===== src/rtl/window_analysis_pkg.sv =====
// Shared definitions for the multichannel window analyser: peak-mode codes,
// record field placement helpers and the controller state encoding.
package window_analysis_pkg;

  localparam logic [1:0] MODE_MAX = 2'd0;
  localparam logic [1:0] MODE_MIN = 2'd1;
  localparam logic [1:0] MODE_ABS = 2'd2;

  typedef enum logic [1:0] {
    S_IDLE  = 2'd0,
    S_DELAY = 2'd1,
    S_ACCUM = 2'd2,
    S_FLUSH = 2'd3
  } state_e;

  // Record layout, MSB to LSB: cycle, channel, overrun, mean, peak, peak index.
  function automatic int rec_width(int cns, int chw, int s, int mp);
    return cns + chw + 1 + 2 * s + mp;
  endfunction

  function automatic int off_pidx();
    return 0;
  endfunction

  function automatic int off_peak(int mp);
    return mp;
  endfunction

  function automatic int off_mean(int s, int mp);
    return mp + s;
  endfunction

  function automatic int off_ovr(int s, int mp);
    return mp + 2 * s;
  endfunction

  function automatic int off_ch(int s, int mp);
    return mp + 2 * s + 1;
  endfunction

  function automatic int off_cyc(int chw, int s, int mp);
    return mp + 2 * s + 1 + chw;
  endfunction

endpackage


===== src/rtl/window_fifo.sv =====
// Synchronous record FIFO with count-derived registered state flags and a
// saturating counter of writes refused because the FIFO was full.
module window_fifo
  import window_analysis_pkg::*;
#(
  parameter int WIDTH  = 19,
  parameter int DEPTH  = 8,
  parameter int ALMOST = 2
) (
  input  logic             clk,
  input  logic             rst_i,
  input  logic             wr_en_i,
  input  logic [WIDTH-1:0] wr_data_i,
  input  logic             rd_en_i,
  output logic [WIDTH-1:0] rd_data_o,
  output logic             rd_valid_o,
  output logic [3:0]       state_o,
  output logic [7:0]       drop_count_o
);

  localparam int PTR_W = (DEPTH > 1) ? $clog2(DEPTH) : 1;
  localparam int CNT_W = $clog2(DEPTH + 1);

  logic [WIDTH-1:0] mem_q [DEPTH];
  logic [PTR_W-1:0] wptr_q, rptr_q;
  logic [CNT_W-1:0] cnt_q, cnt_d;
  logic [WIDTH-1:0] rd_data_q;
  logic             rd_valid_q;
  logic [3:0]       state_q;
  logic [7:0]       drop_q;
  logic             wr_ok, rd_ok;

  function automatic logic [PTR_W-1:0] next_ptr(logic [PTR_W-1:0] p);
    return (p == PTR_W'(DEPTH - 1)) ? '0 : p + 1'b1;
  endfunction

  // A full FIFO refuses writes even when a pop frees a slot on the same edge.
  assign wr_ok = wr_en_i && (cnt_q != CNT_W'(DEPTH));
  assign rd_ok = rd_en_i && (cnt_q != '0);

  // Occupancy after this edge; a simultaneous accepted read and write cancel.
  always_comb begin
    cnt_d = cnt_q;
    if (wr_ok && !rd_ok) begin
      cnt_d = cnt_q + 1'b1;
    end else if (!wr_ok && rd_ok) begin
      cnt_d = cnt_q - 1'b1;
    end
  end

  // Record storage; contents are meaningless until the pointers cover them.
  always_ff @(posedge clk) begin
    if (wr_ok) begin
      mem_q[wptr_q] <= wr_data_i;
    end
  end

  // Pointers, occupancy, read port, state flags and the drop counter.
  always_ff @(posedge clk) begin
    if (rst_i) begin
      wptr_q     <= '0;
      rptr_q     <= '0;
      cnt_q      <= '0;
      rd_data_q  <= '0;
      rd_valid_q <= 1'b0;
      state_q    <= 4'b0101;
      drop_q     <= '0;
    end else begin
      cnt_q      <= cnt_d;
      rd_valid_q <= rd_ok;
      if (wr_ok) begin
        wptr_q <= next_ptr(wptr_q);
      end
      if (rd_ok) begin
        rptr_q    <= next_ptr(rptr_q);
        rd_data_q <= mem_q[rptr_q];
      end
      state_q <= {cnt_d == CNT_W'(DEPTH),
                  cnt_d == '0,
                  cnt_d >= CNT_W'(DEPTH - ALMOST),
                  cnt_d <= CNT_W'(ALMOST)};
      if (wr_en_i && !wr_ok && (drop_q != 8'hFF)) begin
        drop_q <= drop_q + 1'b1;
      end
    end
  end

  assign rd_data_o    = rd_data_q;
  assign rd_valid_o   = rd_valid_q;
  assign state_o      = state_q;
  assign drop_count_o = drop_q;

endmodule


===== src/rtl/window_analysis_mc.sv =====
// Multichannel window analyser: after a start strobe and a programmable delay,
// accumulates 2^P samples per channel, computes floor mean and a mode-selected
// peak with its index, and queues one tagged record per channel in a FIFO.
module window_analysis_mc
  import window_analysis_pkg::*;
#(
  parameter int CHANNELS          = 2,
  parameter int SAMPLE_DATA_SIZE  = 4,
  parameter int WINDOW_DELAY_SIZE = 4,
  parameter int MAX_WINDOW_POW    = 4,
  parameter int POW_SIZE          = 3,
  parameter int CYCLE_NUMBER_SIZE = 5,
  parameter int FIFO_DEPTH        = 8,
  parameter int ALMOST_LEVEL      = 2,
  localparam int CH_W  = (CHANNELS > 1) ? $clog2(CHANNELS) : 1,
  localparam int REC_W = rec_width(CYCLE_NUMBER_SIZE, CH_W, SAMPLE_DATA_SIZE, MAX_WINDOW_POW)
) (
  input  logic                                 clk,
  input  logic                                 rst_in,
  input  logic                                 cycle_start_in,
  input  logic [WINDOW_DELAY_SIZE-1:0]         window_delay_in,
  input  logic [POW_SIZE-1:0]                  window_pow_in,
  input  logic [1:0]                           mode_in,
  input  logic [CHANNELS*SAMPLE_DATA_SIZE-1:0] sample_data_in,
  input  logic                                 read_enable_in,
  output logic [REC_W-1:0]                     read_data_out,
  output logic                                 read_valid_out,
  output logic [3:0]                           fifo_state_out,
  output logic [7:0]                           drop_count_out
);

  localparam int S        = SAMPLE_DATA_SIZE;
  localparam int MP       = MAX_WINDOW_POW;
  localparam int SUM_W    = S + MP;
  localparam int OFF_PIDX = off_pidx();
  localparam int OFF_PEAK = off_peak(MP);
  localparam int OFF_MEAN = off_mean(S, MP);
  localparam int OFF_OVR  = off_ovr(S, MP);
  localparam int OFF_CH   = off_ch(S, MP);
  localparam int OFF_CYC  = off_cyc(CH_W, S, MP);

  state_e                         state_q;
  logic [WINDOW_DELAY_SIZE-1:0]   dly_q;
  logic [POW_SIZE-1:0]            pow_q;
  logic [POW_SIZE-1:0]            pow_clamped;
  logic [1:0]                     mode_q;
  logic [MP-1:0]                  idx_q;
  logic [MP-1:0]                  last_idx;
  logic [CH_W-1:0]                fch_q;
  logic [CYCLE_NUMBER_SIZE-1:0]   cyc_q;
  logic                           ovr_q;
  logic                           cyc_ovr_q;
  logic                           clr, cap, wr_en;
  logic [CHANNELS-1:0][REC_W-1:0] rec_a;
  logic [REC_W-1:0]               wr_data;

  // Offset-binary to two's complement: flip the MSB.
  function automatic logic signed [S-1:0] to_signed(logic [S-1:0] raw);
    return {~raw[S-1], raw[S-2:0]};
  endfunction

  // Magnitude one bit wider so the most-negative sample is the largest.
  function automatic logic [S:0] mag(logic signed [S-1:0] x);
    logic signed [S:0] e;
    e = (S+1)'(x);
    return (e < 0) ? $unsigned(-e) : $unsigned(e);
  endfunction

  // Arithmetic shift floors toward minus infinity; the result always fits S bits.
  function automatic logic signed [S-1:0] floor_mean(logic signed [SUM_W-1:0] sum,
                                                     logic [POW_SIZE-1:0] p);
    return S'(sum >>> p);
  endfunction

  assign pow_clamped = (window_pow_in > POW_SIZE'(MP)) ? POW_SIZE'(MP) : window_pow_in;
  assign last_idx    = MP'((1 << pow_q) - 1);
  assign clr         = (state_q == S_IDLE) && cycle_start_in;
  assign cap         = (state_q == S_ACCUM);
  assign wr_en       = (state_q == S_FLUSH);
  assign wr_data     = rec_a[fch_q];

  // Cycle controller: start latch, delay count, window count, per-channel flush.
  always_ff @(posedge clk) begin
    if (rst_in) begin
      state_q   <= S_IDLE;
      dly_q     <= '0;
      pow_q     <= '0;
      mode_q    <= MODE_MAX;
      idx_q     <= '0;
      fch_q     <= '0;
      cyc_q     <= '0;
      ovr_q     <= 1'b0;
      cyc_ovr_q <= 1'b0;
    end else begin
      if (cycle_start_in && (state_q != S_IDLE)) begin
        ovr_q <= 1'b1;
      end
      case (state_q)
        S_IDLE: begin
          if (cycle_start_in) begin
            dly_q     <= window_delay_in;
            pow_q     <= pow_clamped;
            mode_q    <= mode_in;
            idx_q     <= '0;
            cyc_ovr_q <= ovr_q;
            ovr_q     <= 1'b0;
            state_q   <= (window_delay_in == '0) ? S_ACCUM : S_DELAY;
          end
        end
        S_DELAY: begin
          if (dly_q == WINDOW_DELAY_SIZE'(1)) begin
            state_q <= S_ACCUM;
          end else begin
            dly_q <= dly_q - 1'b1;
          end
        end
        S_ACCUM: begin
          idx_q <= idx_q + 1'b1;
          if (idx_q == last_idx) begin
            fch_q   <= '0;
            state_q <= S_FLUSH;
          end
        end
        S_FLUSH: begin
          fch_q <= fch_q + 1'b1;
          if (fch_q == CH_W'(CHANNELS - 1)) begin
            cyc_q   <= cyc_q + 1'b1;
            state_q <= S_IDLE;
          end
        end
        default: state_q <= S_IDLE;
      endcase
    end
  end

  for (genvar k = 0; k < CHANNELS; k++) begin : g_ch
    logic signed [S-1:0]     smp;
    logic signed [SUM_W-1:0] sum_q, sum_d;
    logic signed [S-1:0]     peak_q, peak_d;
    logic [MP-1:0]           pidx_q, pidx_d;
    logic                    better;
    logic [REC_W-1:0]        rec;

    assign smp = to_signed(sample_data_in[k*S +: S]);

    // Strict comparison under the latched mode, so ties keep the earlier sample.
    always_comb begin
      better = 1'b0;
      case (mode_q)
        MODE_MIN: better = (smp < peak_q);
        MODE_ABS: better = (mag(smp) > mag(peak_q));
        default:  better = (smp > peak_q);
      endcase
    end

    // Accumulator next state: cleared on an accepted start, updated while capturing.
    always_comb begin
      sum_d  = sum_q;
      peak_d = peak_q;
      pidx_d = pidx_q;
      if (clr) begin
        sum_d  = '0;
        peak_d = '0;
        pidx_d = '0;
      end else if (cap) begin
        sum_d = sum_q + SUM_W'(smp);
        if ((idx_q == '0) || better) begin
          peak_d = smp;
          pidx_d = idx_q;
        end
      end
    end

    // Accumulator registers carry data only and are rebuilt by every start.
    always_ff @(posedge clk) begin
      sum_q  <= sum_d;
      peak_q <= peak_d;
      pidx_q <= pidx_d;
    end

    // Assemble this channel's record from the finished accumulators.
    always_comb begin
      rec = '0;
      rec[OFF_CYC  +: CYCLE_NUMBER_SIZE] = cyc_q;
      rec[OFF_CH   +: CH_W]              = CH_W'(k);
      rec[OFF_OVR]                       = cyc_ovr_q;
      rec[OFF_MEAN +: S]                 = floor_mean(sum_q, pow_q);
      rec[OFF_PEAK +: S]                 = peak_q;
      rec[OFF_PIDX +: MP]                = pidx_q;
    end

    assign rec_a[k] = rec;
  end

  window_fifo #(
    .WIDTH  (REC_W),
    .DEPTH  (FIFO_DEPTH),
    .ALMOST (ALMOST_LEVEL)
  ) u_fifo (
    .clk          (clk),
    .rst_i        (rst_in),
    .wr_en_i      (wr_en),
    .wr_data_i    (wr_data),
    .rd_en_i      (read_enable_in),
    .rd_data_o    (read_data_out),
    .rd_valid_o   (read_valid_out),
    .state_o      (fifo_state_out),
    .drop_count_o (drop_count_out)
  );

endmodule


===== config.mk =====
export PLATFORM = sky130hd
export DESIGN_NAME = window_analysis_mc
export DESIGN_NICKNAME = d
export VERILOG_FILES = /design/src/rtl/window_analysis_pkg.sv /design/src/rtl/window_fifo.sv /design/src/rtl/window_analysis_mc.sv
export SDC_FILE = /design/constraint.sdc
export NUM_CORES = 1
export LEC_CHECK = 0
export CORE_ASPECT_RATIO = 0.8
export CORE_MARGIN = 2
export CORE_UTILIZATION = 50
export DETAILED_ROUTE_END_ITERATION = 10
export PLACE_DENSITY = 0.75
export REMOVE_ABC_BUFFERS = 1
export SLEW_MARGIN = 20
export SYNTH_ARGS = -nofsm -noshare
export SYNTH_HDL_FRONTEND = slang
export SYNTH_HIERARCHICAL = 1
export SYNTH_SLANG_ARGS = --single-unit

===== constraint.sdc =====
create_clock -name clk -period 3.8 [get_ports clk]
set_clock_uncertainty 0.15 [all_clocks]
set_input_delay 0.38 -clock clk [delete_from_list [all_inputs] [get_ports clk]]
set_output_delay 0.38 -clock clk [all_outputs]
set_load 0.05 [all_outputs]

==> impl_table.tex <==
\begin{tabular}{lr}
\hline
Metric & Value \\
\hline
\multicolumn{2}{l}{\textbf{Global routing}} \\
Global-route wire length before repair & 39300 um \\
Total overflow reported by the global router & 0 \\
Number of antenna violations at the first check in global routing & 0 \\
Pin count of the biggest net entering global routing & 42 \\
Total routing usage reported by global routing & 20.2\% \\
Number of global-route vias before repair & 7222 \\
\multicolumn{2}{l}{\textbf{Placed design}} \\
Number of buffers inserted by port buffering & 52 \\
Detailed placer's ending HPWL & between 15000 and 20000 um \\
Routability congestion estimate from global placement & roughly 0.83 \\
\multicolumn{2}{l}{\textbf{Floorplan}} \\
Initial Util & a little over 50\% \\
Total I/O pin count & 53 \\
Chip height & between 100 and 150 um \\
Die area & roughly 0.025 mm\^{}2 \\
Std-Cell Rows & 49 \\
Width of the chip & around 170 um \\
Core area & 0.0227 mm\^{}2 \\
\multicolumn{2}{l}{\textbf{Critical path}} \\
Critical Path, Cell by Cell & clkdlybuf4s50\_1, inv\_1, ha\_1, mux2\_2, ha\_1, and4\_4, nor2b\_4, o31a\_1, nor4\_4, buf\_4, mux2i\_1 \\
Required @ worst endpoint & around 4000 ps \\
Largest stage delay on the critical path & a little under 600 ps \\
Cell type with the highest occurrence count on the critical path & sky130\_fd\_sc\_hd\_\_ha\_1 \\
Data arrival time at the worst-slack endpoint & around 3200 ps \\
Crit path kind & primary input to flop \\
Critical Path Start Type & primary input \\
Largest delay share family, worst path & buffers and inverters \\
Setup crit end kind & flop \\
Count of buffer and inverter cells on the critical path & 3 \\
Critical path peak fanout & 8 \\
Critical-path cell with the highest stage delay & sky130\_fd\_sc\_hd\_\_clkdlybuf4s50\_1 \\
\multicolumn{2}{l}{\textbf{Layout}} \\
Proportion of layout cells with a drive suffix above 1 & between 10\% and 20\% \\
Layout overhead on the synthesized area & 14.1\% \\
Diodes inserted & 0 \\
Net total in the final layout & 1065 \\
\multicolumn{2}{l}{\textbf{STA}} \\
Max Slew Vio Count & 0 \\
Total Neg Setup Slack & 0 ps \\
Slew at the pin with the worst max-slew slack & 1090 ps \\
\# setup viols final & 0 \\
Min cycle time layout & $\sim$2900 ps \\
Final worst hold slack & between 200 and 300 ps \\
Final critical-path share of the clock period & about three quarters \\
Fmax & $\sim$0.34 GHz \\
Setup repair after global routing missed its margin & false \\
Count of endpoints failing hold in the final timing report & 0 \\
Slew Limit Headroom & a little over a quarter \\
\multicolumn{2}{l}{\textbf{Power}} \\
VDD IR-drop max & 378 uV \\
LEAKAGE & between 4 and 5 nW \\
Switching share of total power & between 30 and 40\% \\
Net switching power figure & around 3.1 mW \\
Proportion of power drawn by the clock network & between 20\% and 30\% \\
Share of total power in combinational logic & around a third \\
Power per cell area & roughly 680 mW/mm\^{}2 \\
Cell Int Power & just under 6 mW \\
Sequential power share & roughly two fifths \\
\multicolumn{2}{l}{\textbf{Clock network}} \\
Maximum buffer depth of the clock tree & 3 \\
Number of buffers added by the clock tree synthesis step & 25 \\
Post CTS Setup Buffer Count & 0 \\
Maximum level of the CTS H-tree & 1 \\
Clock-pin slew of the registers on the worst-case setup and hold paths & approximately 60 ps \\
Hold-fix buffers, CTS & 0 \\
\# resized after CTS & 0 \\
CTS sink cnt & around 250 \\
Insertion delay to the later sink of the worst-skew pair & $\sim$520 ps \\
Clock root cell & sky130\_fd\_sc\_hd\_\_clkbuf\_16 \\
Clock tree from TritonCTS & yes \\
\multicolumn{2}{l}{\textbf{Synth}} \\
Share of flip-flops with an asynchronous set or reset & 0\% \\
Post-synth EDFFs & between 150 and 200 \\
Most common library cells after synthesis & sky130\_fd\_sc\_hd\_\_edfxtp\_1, sky130\_fd\_sc\_hd\_\_dfxtp\_1, sky130\_fd\_sc\_hd\_\_nor2\_1 \\
Total of flip-flops plus latches after synthesis & about 250 \\
Yosys warning count & 6 \\
Post-Syn Area per Cell & 12.5 um\^{}2 \\
Number of unique standard cell types used by synthesis & 76 \\
Sequential-to-total area share from yosys stat & a little under three fifths \\
Synthesized netlist cell count & about 930 \\
Leading post-synthesis cells by cell area & sky130\_fd\_sc\_hd\_\_edfxtp\_1, sky130\_fd\_sc\_hd\_\_dfxtp\_1, sky130\_fd\_sc\_hd\_\_mux4\_2 \\
Most frequent cell after synthesis & sky130\_fd\_sc\_hd\_\_edfxtp\_1 \\
Synthesized area & between 0.01 and 0.015 mm\^{}2 \\
Biggest area consumer among synthesized cells & sky130\_fd\_sc\_hd\_\_edfxtp\_1 \\
Top-area cell type share of the netlist area & 39.1\% \\
Most used flip-flop cell after synthesis & sky130\_fd\_sc\_hd\_\_edfxtp\_1 \\
\multicolumn{2}{l}{\textbf{Routing}} \\
Total DRC errors in the routed layout & 0 \\
Remaining antenna violation count after routing & 0 \\
DRC marker count from the first detailed-route iteration & 705 \\
Drt pass-1 iters & 5 \\
Final Routed Wirelength & between 20000 and 25000 um \\
Total via count in the routed design & 7518 \\
Wire length per cell & about 19 um \\
Number of vias per cell & $\sim$5.7 \\
\multicolumn{2}{l}{\textbf{Hold path}} \\
Type of the tightest min-delay check & primary input to flop \\
\multicolumn{2}{l}{\textbf{Flow run}} \\
Number of violations of the max-capacitance limit & 0 \\
\multicolumn{2}{l}{\textbf{Run status}} \\
Status & finished, final reports clean \\
\hline
\end{tabular}
## worst register-to-register path, cell delays in order (launching register included)
cell and delay (ps):
sky130_fd_sc_hd__dfxtp_1 350, sky130_fd_sc_hd__inv_1 120, sky130_fd_sc_hd__ha_1 290, sky130_fd_sc_hd__mux2i_1 200, sky130_fd_sc_hd__ha_1 270, sky130_fd_sc_hd__and4_4 180
sky130_fd_sc_hd__nor2b_4 110, sky130_fd_sc_hd__o31a_1 270, sky130_fd_sc_hd__nor4_4 250, sky130_fd_sc_hd__buf_4 230, sky130_fd_sc_hd__mux2i_1 220
## stage by stage
step | instance area (um^2) | instances | power (mW) | util, % | setup WS [ps]
after detailed placement | 12500 | 1268 | 6.70 | 55.2 | 370
after global placement | 12500 | 1268 | 6.64 | 55.2 | 483
after CTS | 13300 | 1313 | 9.10 | 58.7 | 887
final | 13300 | 1313 | 9.05 | 58.7 | 887
after global routing | 13300 | 1313 | 9.56 | 58.7 | 720
after floorplan | 11400 | 890 | 5.84 | - | 271
## layout make-up
cell class | instances | area [um^2]
Multi-Input combinational cell | 601 | 4820
Clock inverter | 10 | 106
Fill cell | 1788 | 9370
Tap cell | 306 | 383
Inverter | 40 | 150
Clock buffer | 35 | 683
Sequential cell | 249 | 6510
Timing Repair Buffer | 72 | 666
## worst paths after layout
check | from | endpoint | slack, ps | cells after the start
setup reg to reg | g_ch[0].peak_q[1] | g_ch[0].pidx_q[1] | 1080 | 10
setup / recovery | sample_data_in[1] | g_ch[0].pidx_q[1] | 890 | 11
hold reg to reg | g_ch[0].pidx_q[2] | g_ch[0].pidx_q[2] | 310 | 2
hold / removal | rst_in | cyc_q[3] | 270 | 2
## registers in the layout, summed over array words and instances (netlist names), 5 cells and up, named ones only
| signal | count |
|---|---|
| cyc_q | 5 |
| g_ch.peak_q | 8 |
| g_ch.pidx_q | 8 |
| g_ch.sum_q | 16 |
| u_fifo/drop_count_o | 8 |
| u_fifo/mem_q | 152 |
| u_fifo/rd_data_o | 19 |
## per-layer routing
layer | GRT usage [%] | wire length (um)
met5 | 0 | 0
met4 | 3.60 | 348
met3 | 2.94 | 1460
met2 | 33.0 | 11300
met1 | 29.3 | 11200
## cells in the final DEF (no fill, tap or decap), types with 18 or more instances in the layout
master,n
sky130_fd_sc_hd__nand2_1,83
sky130_fd_sc_hd__dfxtp_1,94
sky130_fd_sc_hd__mux4_2,41
sky130_fd_sc_hd__a211oi_1,31
sky130_fd_sc_hd__edfxtp_1,152
sky130_fd_sc_hd__a21oi_1,37
sky130_fd_sc_hd__mux2i_1,54
sky130_fd_sc_hd__clkdlybuf4s50_1,51
sky130_fd_sc_hd__o21ai_0,30
sky130_fd_sc_hd__nor2_1,83
sky130_fd_sc_hd__inv_1,39
sky130_fd_sc_hd__clkbuf_16,25
sky130_fd_sc_hd__nor3_1,18
sky130_fd_sc_hd__ha_1,53
sky130_fd_sc_hd__buf_4,20
## power groups by stage
stage,combinational [mW],sequential (mW),clock (mW)
after floorplan,1.87,3.97,0
after global placement,3.07,3.57,0
final,3.14,3.52,2.39
after global routing,3.46,3.56,2.53
after detailed placement,3.13,3.58,0
after CTS,3.15,3.52,2.43
## logic make-up after synthesis
kind of cell / after synthesis / synth area share [%]
adders and majority gates: 56 / 6.12
other: 2 / 0.0644
muxes: 106 / 13.6
buffers and inverters: 83 / 3.32
DFF: 249 / 55.8
and+or+nand+nor: 266 / 11.1
xor gates and xnor gates: 19 / 1.49
AOI/OAI and AO/OA: 150 / 8.49
Power figures use the tool's default switching activity.
